--- src/rtl/jt12_mix_acc.sv ---
// jt12_mix_acc: stereo output accumulator for the FM/PCM sound path.
// FM operator slots are summed under algorithm/pan gating. Each auxiliary PCM
// source is added once per frame in an idle cen cycle. Saturated left/right
// samples are produced on every frame boundary.
module jt12_mix_acc #(
    parameter int WIN    = 14,
    parameter int WOUT   = 16,
    parameter int NAUX   = 2,
    parameter int AUXW   = 16,
    parameter int ACCW   = 20,
    parameter int FM_SHR = 1
) (
    input  logic                   clk,
    input  logic                   rst_n,
    input  logic                   cen,
    input  logic                   clk_en,
    input  logic [WIN-1:0]         op_result,
    input  logic [1:0]             rl,
    input  logic [2:0]             alg,
    input  logic                   s1_enters,
    input  logic                   s2_enters,
    input  logic                   s3_enters,
    input  logic                   s4_enters,
    input  logic                   zero,
    input  logic [NAUX*AUXW-1:0]   aux_l,
    input  logic [NAUX*AUXW-1:0]   aux_r,
    input  logic [NAUX-1:0]        aux_vld,
    input  logic [NAUX*4-1:0]      aux_gain,
    input  logic                   clr_flags,
    output logic [WOUT-1:0]        left,
    output logic [WOUT-1:0]        right,
    output logic                   sample,
    output logic                   clip,
    output logic                   aux_ovf
);

    // Output range expressed at accumulator width
    localparam logic signed [ACCW-1:0] L_MAX = {{(ACCW-WOUT+1){1'b0}}, {(WOUT-1){1'b1}}};
    localparam logic signed [ACCW-1:0] L_MIN = {{(ACCW-WOUT+1){1'b1}}, {(WOUT-1){1'b0}}};

    // Clamp an accumulator value into the output sample range
    function automatic logic [WOUT-1:0] sat_out(input logic signed [ACCW-1:0] v);
        if (v > L_MAX) begin
            sat_out = L_MAX[WOUT-1:0];
        end else if (v < L_MIN) begin
            sat_out = L_MIN[WOUT-1:0];
        end else begin
            sat_out = v[WOUT-1:0];
        end
    endfunction

    // True when sat_out would have to clamp the value
    function automatic logic is_clamped(input logic signed [ACCW-1:0] v);
        is_clamped = (v > L_MAX) || (v < L_MIN);
    endfunction

    // Gain-scaled aux sample: (sext(s) * g) >>> 2, gain 4 = unity
    function automatic logic signed [ACCW-1:0] aux_term(input logic [AUXW-1:0] s,
                                                        input logic [3:0]      g);
        logic signed [ACCW+4:0] prod;
        prod = $signed({{(ACCW+5-AUXW){s[AUXW-1]}}, s}) *
               $signed({{(ACCW+1){1'b0}}, g});
        aux_term = prod[ACCW+1:2];
    endfunction

    logic [AUXW-1:0]        r_latch_l [NAUX];
    logic [AUXW-1:0]        r_latch_r [NAUX];
    logic [NAUX-1:0]        r_done;
    logic signed [ACCW-1:0] r_acc_l;
    logic signed [ACCW-1:0] r_acc_r;

    logic                   w_sum_en;
    logic signed [ACCW-1:0] w_fm;
    logic signed [ACCW-1:0] w_fm_l;
    logic signed [ACCW-1:0] w_fm_r;
    logic                   w_sel_vld;
    logic [NAUX-1:0]        w_sel_mask;
    logic signed [ACCW-1:0] w_aux_l;
    logic signed [ACCW-1:0] w_aux_r;
    logic                   w_frame;
    logic                   w_clip_set;
    logic                   w_ovf_set;

    // Decide whether the current operator slot feeds the output for this algorithm
    always_comb begin
        w_sum_en = 1'b0;
        case (alg)
            3'd0, 3'd1, 3'd2, 3'd3: w_sum_en = s4_enters;
            3'd4:                   w_sum_en = s2_enters | s4_enters;
            3'd5, 3'd6:             w_sum_en = ~s1_enters;
            3'd7:                   w_sum_en = 1'b1;
            default:                w_sum_en = 1'b0;
        endcase
    end

    assign w_fm   = $signed({{(ACCW-WIN){op_result[WIN-1]}}, op_result}) >>> FM_SHR;
    assign w_fm_l = (w_sum_en && rl[1]) ? w_fm : '0;
    assign w_fm_r = (w_sum_en && rl[0]) ? w_fm : '0;

    // Pick the lowest aux source not yet injected this frame and form its terms
    always_comb begin
        w_sel_vld  = 1'b0;
        w_sel_mask = '0;
        w_aux_l    = '0;
        w_aux_r    = '0;
        for (int i = NAUX - 1; i >= 0; i--) begin
            if (!r_done[i]) begin
                w_sel_vld  = 1'b1;
                w_sel_mask = '0;
                w_sel_mask[i] = 1'b1;
                w_aux_l    = aux_term(r_latch_l[i], aux_gain[i*4 +: 4]);
                w_aux_r    = aux_term(r_latch_r[i], aux_gain[i*4 +: 4]);
            end else begin
                w_sel_mask = w_sel_mask;
            end
        end
    end

    assign w_frame    = cen & clk_en & zero;
    assign w_clip_set = w_frame & (is_clamped(r_acc_l) | is_clamped(r_acc_r));
    assign w_ovf_set  = w_frame & ~(&r_done);

    // Capture aux samples on their strobes; sources are free-running so this ignores cen
    always_ff @(posedge clk or negedge rst_n) begin
        if (!rst_n) begin
            for (int i = 0; i < NAUX; i++) begin
                r_latch_l[i] <= '0;
                r_latch_r[i] <= '0;
            end
        end else begin
            for (int i = 0; i < NAUX; i++) begin
                if (aux_vld[i]) begin
                    r_latch_l[i] <= aux_l[i*AUXW +: AUXW];
                    r_latch_r[i] <= aux_r[i*AUXW +: AUXW];
                end
            end
        end
    end

    // Accumulate FM slots and aux injections; publish saturated samples on frame cycles
    always_ff @(posedge clk or negedge rst_n) begin
        if (!rst_n) begin
            r_acc_l <= '0;
            r_acc_r <= '0;
            r_done  <= '0;
            left    <= '0;
            right   <= '0;
        end else if (cen) begin
            if (clk_en) begin
                if (zero) begin
                    left    <= sat_out(r_acc_l);
                    right   <= sat_out(r_acc_r);
                    r_acc_l <= w_fm_l;
                    r_acc_r <= w_fm_r;
                    r_done  <= '0;
                end else begin
                    r_acc_l <= r_acc_l + w_fm_l;
                    r_acc_r <= r_acc_r + w_fm_r;
                end
            end else if (w_sel_vld) begin
                r_acc_l <= r_acc_l + w_aux_l;
                r_acc_r <= r_acc_r + w_aux_r;
                r_done  <= r_done | w_sel_mask;
            end
        end
    end

    // Sample strobe follows the frame cycle by one clock
    always_ff @(posedge clk or negedge rst_n) begin
        if (!rst_n) begin
            sample <= 1'b0;
        end else begin
            sample <= w_frame;
        end
    end

    // Sticky status flags; a set on the same clock as a clear takes priority
    always_ff @(posedge clk or negedge rst_n) begin
        if (!rst_n) begin
            clip    <= 1'b0;
            aux_ovf <= 1'b0;
        end else begin
            if (w_clip_set) begin
                clip <= 1'b1;
            end else if (clr_flags) begin
                clip <= 1'b0;
            end
            if (w_ovf_set) begin
                aux_ovf <= 1'b1;
            end else if (clr_flags) begin
                aux_ovf <= 1'b0;
            end
        end
    end

endmodule

--- config.mk ---
export PLATFORM = sky130hd
export DESIGN_NAME = jt12_mix_acc
export DESIGN_NICKNAME = d
export VERILOG_FILES = /design/src/rtl/jt12_mix_acc.sv
export SDC_FILE = /design/constraint.sdc
export NUM_CORES = 1
export LEC_CHECK = 0
export CELL_PAD_IN_SITES_DETAIL_PLACEMENT = 0
export CELL_PAD_IN_SITES_GLOBAL_PLACEMENT = 1
export CORE_MARGIN = 5
export CORE_UTILIZATION = 50
export CTS_CLUSTER_SIZE = 30
export DETAILED_ROUTE_END_ITERATION = 12
export PLACE_DENSITY_LB_ADDON = 0.25
export SETUP_SLACK_MARGIN = 0.2
export SLEW_MARGIN = 30
export SYNTH_ARGS = -nofsm -noshare
export SYNTH_HDL_FRONTEND = slang
export SYNTH_SLANG_ARGS = --single-unit
--- constraint.sdc ---
create_clock -name clk -period 10.5 [get_ports clk]
set_clock_uncertainty 0.2 [all_clocks]
set_input_delay 1.05 -clock clk [delete_from_list [all_inputs] [get_ports clk]]
set_output_delay 1.05 -clock clk [all_outputs]
set_load 0.01 [all_outputs]
==> Implementation_results.wiki <==
{| class="wikitable"
! Metric !! Value
|-
| Initial core utilization || 50.56%
|-
| Fill cell total of the finished layout || 3520
|-
| Ratio of routed vias to standard cells || 5.486
|-
| Post-CTS sizing || 0
|-
| Leak pwr || 10.76 nW
|-
| CP Launch Type || input pin
|-
| GPL Wtd Cong || 0.8945
|-
| Post-synth EDFFs || 0
|-
| Largest vdd supply drop || 136.3 uV
|-
| Number of H-tree levels || 4
|-
| Share of final-layout standard cells stronger than drive strength 1 || 5.870%
|-
| Worst hold-check slack || 276.5 ps
|-
| 1st-iter DRT viols || 871
|-
| Via count of the first global-routing pass || 15860
|-
| DRC || 0
|-
| Ys flop type || sky130_fd_sc_hd__dfrtp_1
|-
| Share of the clock period used by the worst path || 69.86%
|-
| Setup CP Type || input pin to flip-flop
|-
| Post-synth design cell area || 19000 sq um
|-
| Number of nets in the layout || 2782
|-
| Post-Route WL || 48050 um
|-
| Final critical path time including I/O delays and setup || 7336 ps
|-
| Commonest non-fill, non-tap cells in the layout || sky130_fd_sc_hd__inv_1 (299), sky130_fd_sc_hd__ha_1 (238), sky130_fd_sc_hd__and2_1 (194)
|-
| Horizontal die dimension || 204.9 um
|-
| Total track usage || 23.63%
|-
| Highest achievable clock rate || 136.3 MHz
|-
| Max-slew violation total from the final report || 0
|-
| Number of vias after detailed routing || 15520
|-
| Setup bufs post-CTS || 0
|-
| Setup repair after global routing missed its margin || no
|-
| Status || finished clean
|-
| Placed wire-length estimate after detailed placement || 38920 um
|-
| Slew of the pin with the lowest slew margin || 859.5 ps
|-
| Multi-input gate area || 14080 sq um
|-
| Synthesized Nets || 2688
|-
| Count of final hold-check violations || 0
|-
| I/O pin total || 138
|-
| Number of antenna violations at the first check in global routing || 0
|-
| Commonest non-fill, non-tap cell in the layout || sky130_fd_sc_hd__inv_1
|-
| Detail Route Antenna Nets || 0
|-
| Synth unique cells || 65
|-
| Maximum number of buffers from clock root to sink || 2
|-
| Clock tree from TritonCTS || yes
|-
| Proportion of synthesized flip-flops having asynchronous set or reset || 100.0%
|-
| Worst Reg2Reg Path Length in Cells || 26
|-
| Crit path max fanout || 32
|-
| Arrival time reported for the critical path endpoint || 7440 ps
|-
| Synthesis-stage register bit count || 141
|-
| Mean instance size in the synthesized netlist || 8.593 sq um
|-
| Placed standard-cell area || 20830 sq um
|-
| Min-Delay Path Class || flip-flop to flip-flop
|-
| Number of setup violations in the final report || 0
|-
| Cell Rows || 71
|-
| Cell Pwr Density || 217.3 nW/um^2
|-
| Maximum number of pins on one net before global-route repair || 79
|-
| Headroom to the max-slew limit || 42.49%
|-
| Count of antenna diodes in the layout || 0
|-
| Post-route cell area || 21460 sq um
|-
| Full die area || 42000 sq um
|-
| Clock Latency Late Sink || 450 ps
|-
| Storage cell area || 3528 sq um
|-
| Clock-pin slew on the worst setup and hold paths || 60 ps
|-
| Vertical extent of the die || 204.9 um
|-
| CTS root buf || sky130_fd_sc_hd__clkbuf_16
|-
| TritonRoute pass-1 iters || 5
|-
| Seq/Total Area, Yosys || 18.57%
|-
| Synth-to-Final Area Change || 12.95%
|-
| Wire length of the first global-routing pass || 80220 um
|-
| Post-Route Setup TNS || 0 ps
|-
| Maxcap violations || 0
|-
| Worst hold path stage count || 2
|-
| Cts bufs inserted || 17
|-
| Post-detailed-route wirelength per cell || 16.99 um
|-
| Aggregate global routing overflow || 0
|-
| Endpoint class of the critical path || flip-flop
|-
| Buffers on Ports || 135
|-
| Clock Sinks || 141
|-
| Floorplan core area || 37580 sq um
|-
| Required time of the critical path || 10610 ps
|-
| Gate count of the mapped netlist || 2211
|-
| Count of synthesis-stage warnings from yosys || 0
|-
| Quantity of hold-fixing buffers added after cts || 0
|}
area by class of cell:
type                       count  area share [%]
sequential                   141           16.44
inverter                     300           5.248
timing repair buffer         151           6.746
clock inverter                10          0.7463
multi-input combinational   1694           65.60
tap                          511           2.979
clock buffer                  21           2.239
synth_stat cells (46+ instances only):
cell type / instances / share of area, %
sky130_fd_sc_hd__xnor2_1: 66 / 3.0
sky130_fd_sc_hd__ha_1: 238 / 16
sky130_fd_sc_hd__nor2_1: 80 / 1.6
sky130_fd_sc_hd__a21oi_1: 104 / 2.7
sky130_fd_sc_hd__and2_1: 194 / 6.4
sky130_fd_sc_hd__fa_1: 136 / 14
sky130_fd_sc_hd__clkbuf_1: 66 / 1.3
sky130_fd_sc_hd__dfrtp_1: 141 / 19
sky130_fd_sc_hd__inv_1: 299 / 5.9
sky130_fd_sc_hd__mux2_2: 69 / 4.1
sky130_fd_sc_hd__nand2_1: 171 / 3.4
sky130_fd_sc_hd__a21o_1: 56 / 2.2
sky130_fd_sc_hd__xor2_1: 66 / 3.0
sky130_fd_sc_hd__and3_1: 46 / 1.5
sky130_fd_sc_hd__o21ai_0: 137 / 3.6
routing by layer:
layer	up-vias	wire length [um]	global-route usage, %
met5	-	0	0
met4	0	1177	6.914
met3	52	2233	3.309
met2	281	22360	39.68
met1	7497	22280	31.96
li1	7685	-	-
power by group:
| group | internal, mW | switching [mW] |
|---|---|---|
| Combinational | 1.40 | 1.69 |
| Sequential | 0.703 | 0.199 |
| Clock | 0.421 | 0.254 |
| Total | 2.52 | 2.14 |
final timing paths:
path	start	endpoint	slack [ps]
max	aux_gain[2]	r_acc_r[19]	3160
min in group asynchronous	rst_n	left[7]	440
max reg2reg	r_latch_r[17]	r_acc_r[19]	4040
min reg2reg	left[14]	left[14]	280
min	left[14]	left[14]	280
max in group asynchronous	rst_n	r_latch_r[11]	8330
state kept, by name (all words and copies together), names as in the netlist:
signal,count
r_latch_l,32
r_latch_r,32
r_acc_l,20
r_acc_r,20
left,16
right,16
r_done,2
aux_ovf,1
clip,1
sample,1
per-stage QoR:
step	setup slack [ps]	util [%]	power [mW]	cells
after global placement	2267	55.45	3.923	2797
after detailed placement	2287	55.42	3.991	2797
after floorplan	3894	-	3.168	2211
final	3164	57.11	4.664	2828
after global routing	2645	57.11	5.147	2828
after CTS	2754	57.13	4.691	2828
cells by family (layout without fill, tap and decap cells):
| logic type | after synthesis | count (layout) | share of synthesized area [%] |
|---|---|---|---|
| flip-flops | 141 | 141 | 18.57 |
| buffers and inverters | 376 | 482 | 7.428 |
| adder cells (fa/ha/maj) | 374 | 374 | 30.00 |
| AND/OR/NAND/NOR | 605 | 605 | 16.47 |
| multiplexers | 74 | 74 | 4.353 |
| XOR/XNOR | 132 | 132 | 6.085 |
| AO/OA/AOI/OAI | 509 | 509 | 17.09 |
worst max-delay path: stages:
cell and delay (ps):
sky130_fd_sc_hd__clkdlybuf4s50_1 450, sky130_fd_sc_hd__buf_4 300, sky130_fd_sc_hd__and2_1 180, sky130_fd_sc_hd__ha_1 220, sky130_fd_sc_hd__inv_1 70, sky130_fd_sc_hd__fa_1 420, sky130_fd_sc_hd__fa_1 490, sky130_fd_sc_hd__inv_1 40
sky130_fd_sc_hd__ha_1 320, sky130_fd_sc_hd__a21oi_1 230, sky130_fd_sc_hd__nor2b_1 70, sky130_fd_sc_hd__o21a_1 190, sky130_fd_sc_hd__o21ai_1 370, sky130_fd_sc_hd__nor2_1 80, sky130_fd_sc_hd__o21a_1 190, sky130_fd_sc_hd__nor2_1 110
sky130_fd_sc_hd__xor2_1 80, sky130_fd_sc_hd__o22ai_1 300, sky130_fd_sc_hd__ha_1 380, sky130_fd_sc_hd__a21o_1 180, sky130_fd_sc_hd__a2111oi_0 380, sky130_fd_sc_hd__nor3_1 110, sky130_fd_sc_hd__a31o_2 260, sky130_fd_sc_hd__a221oi_1 320
sky130_fd_sc_hd__a21oi_1 140, sky130_fd_sc_hd__xor2_1 200, sky130_fd_sc_hd__mux2i_1 210, sky130_fd_sc_hd__a21oi_1 80
No activity file was read; power rests on OpenSTA's default activity.
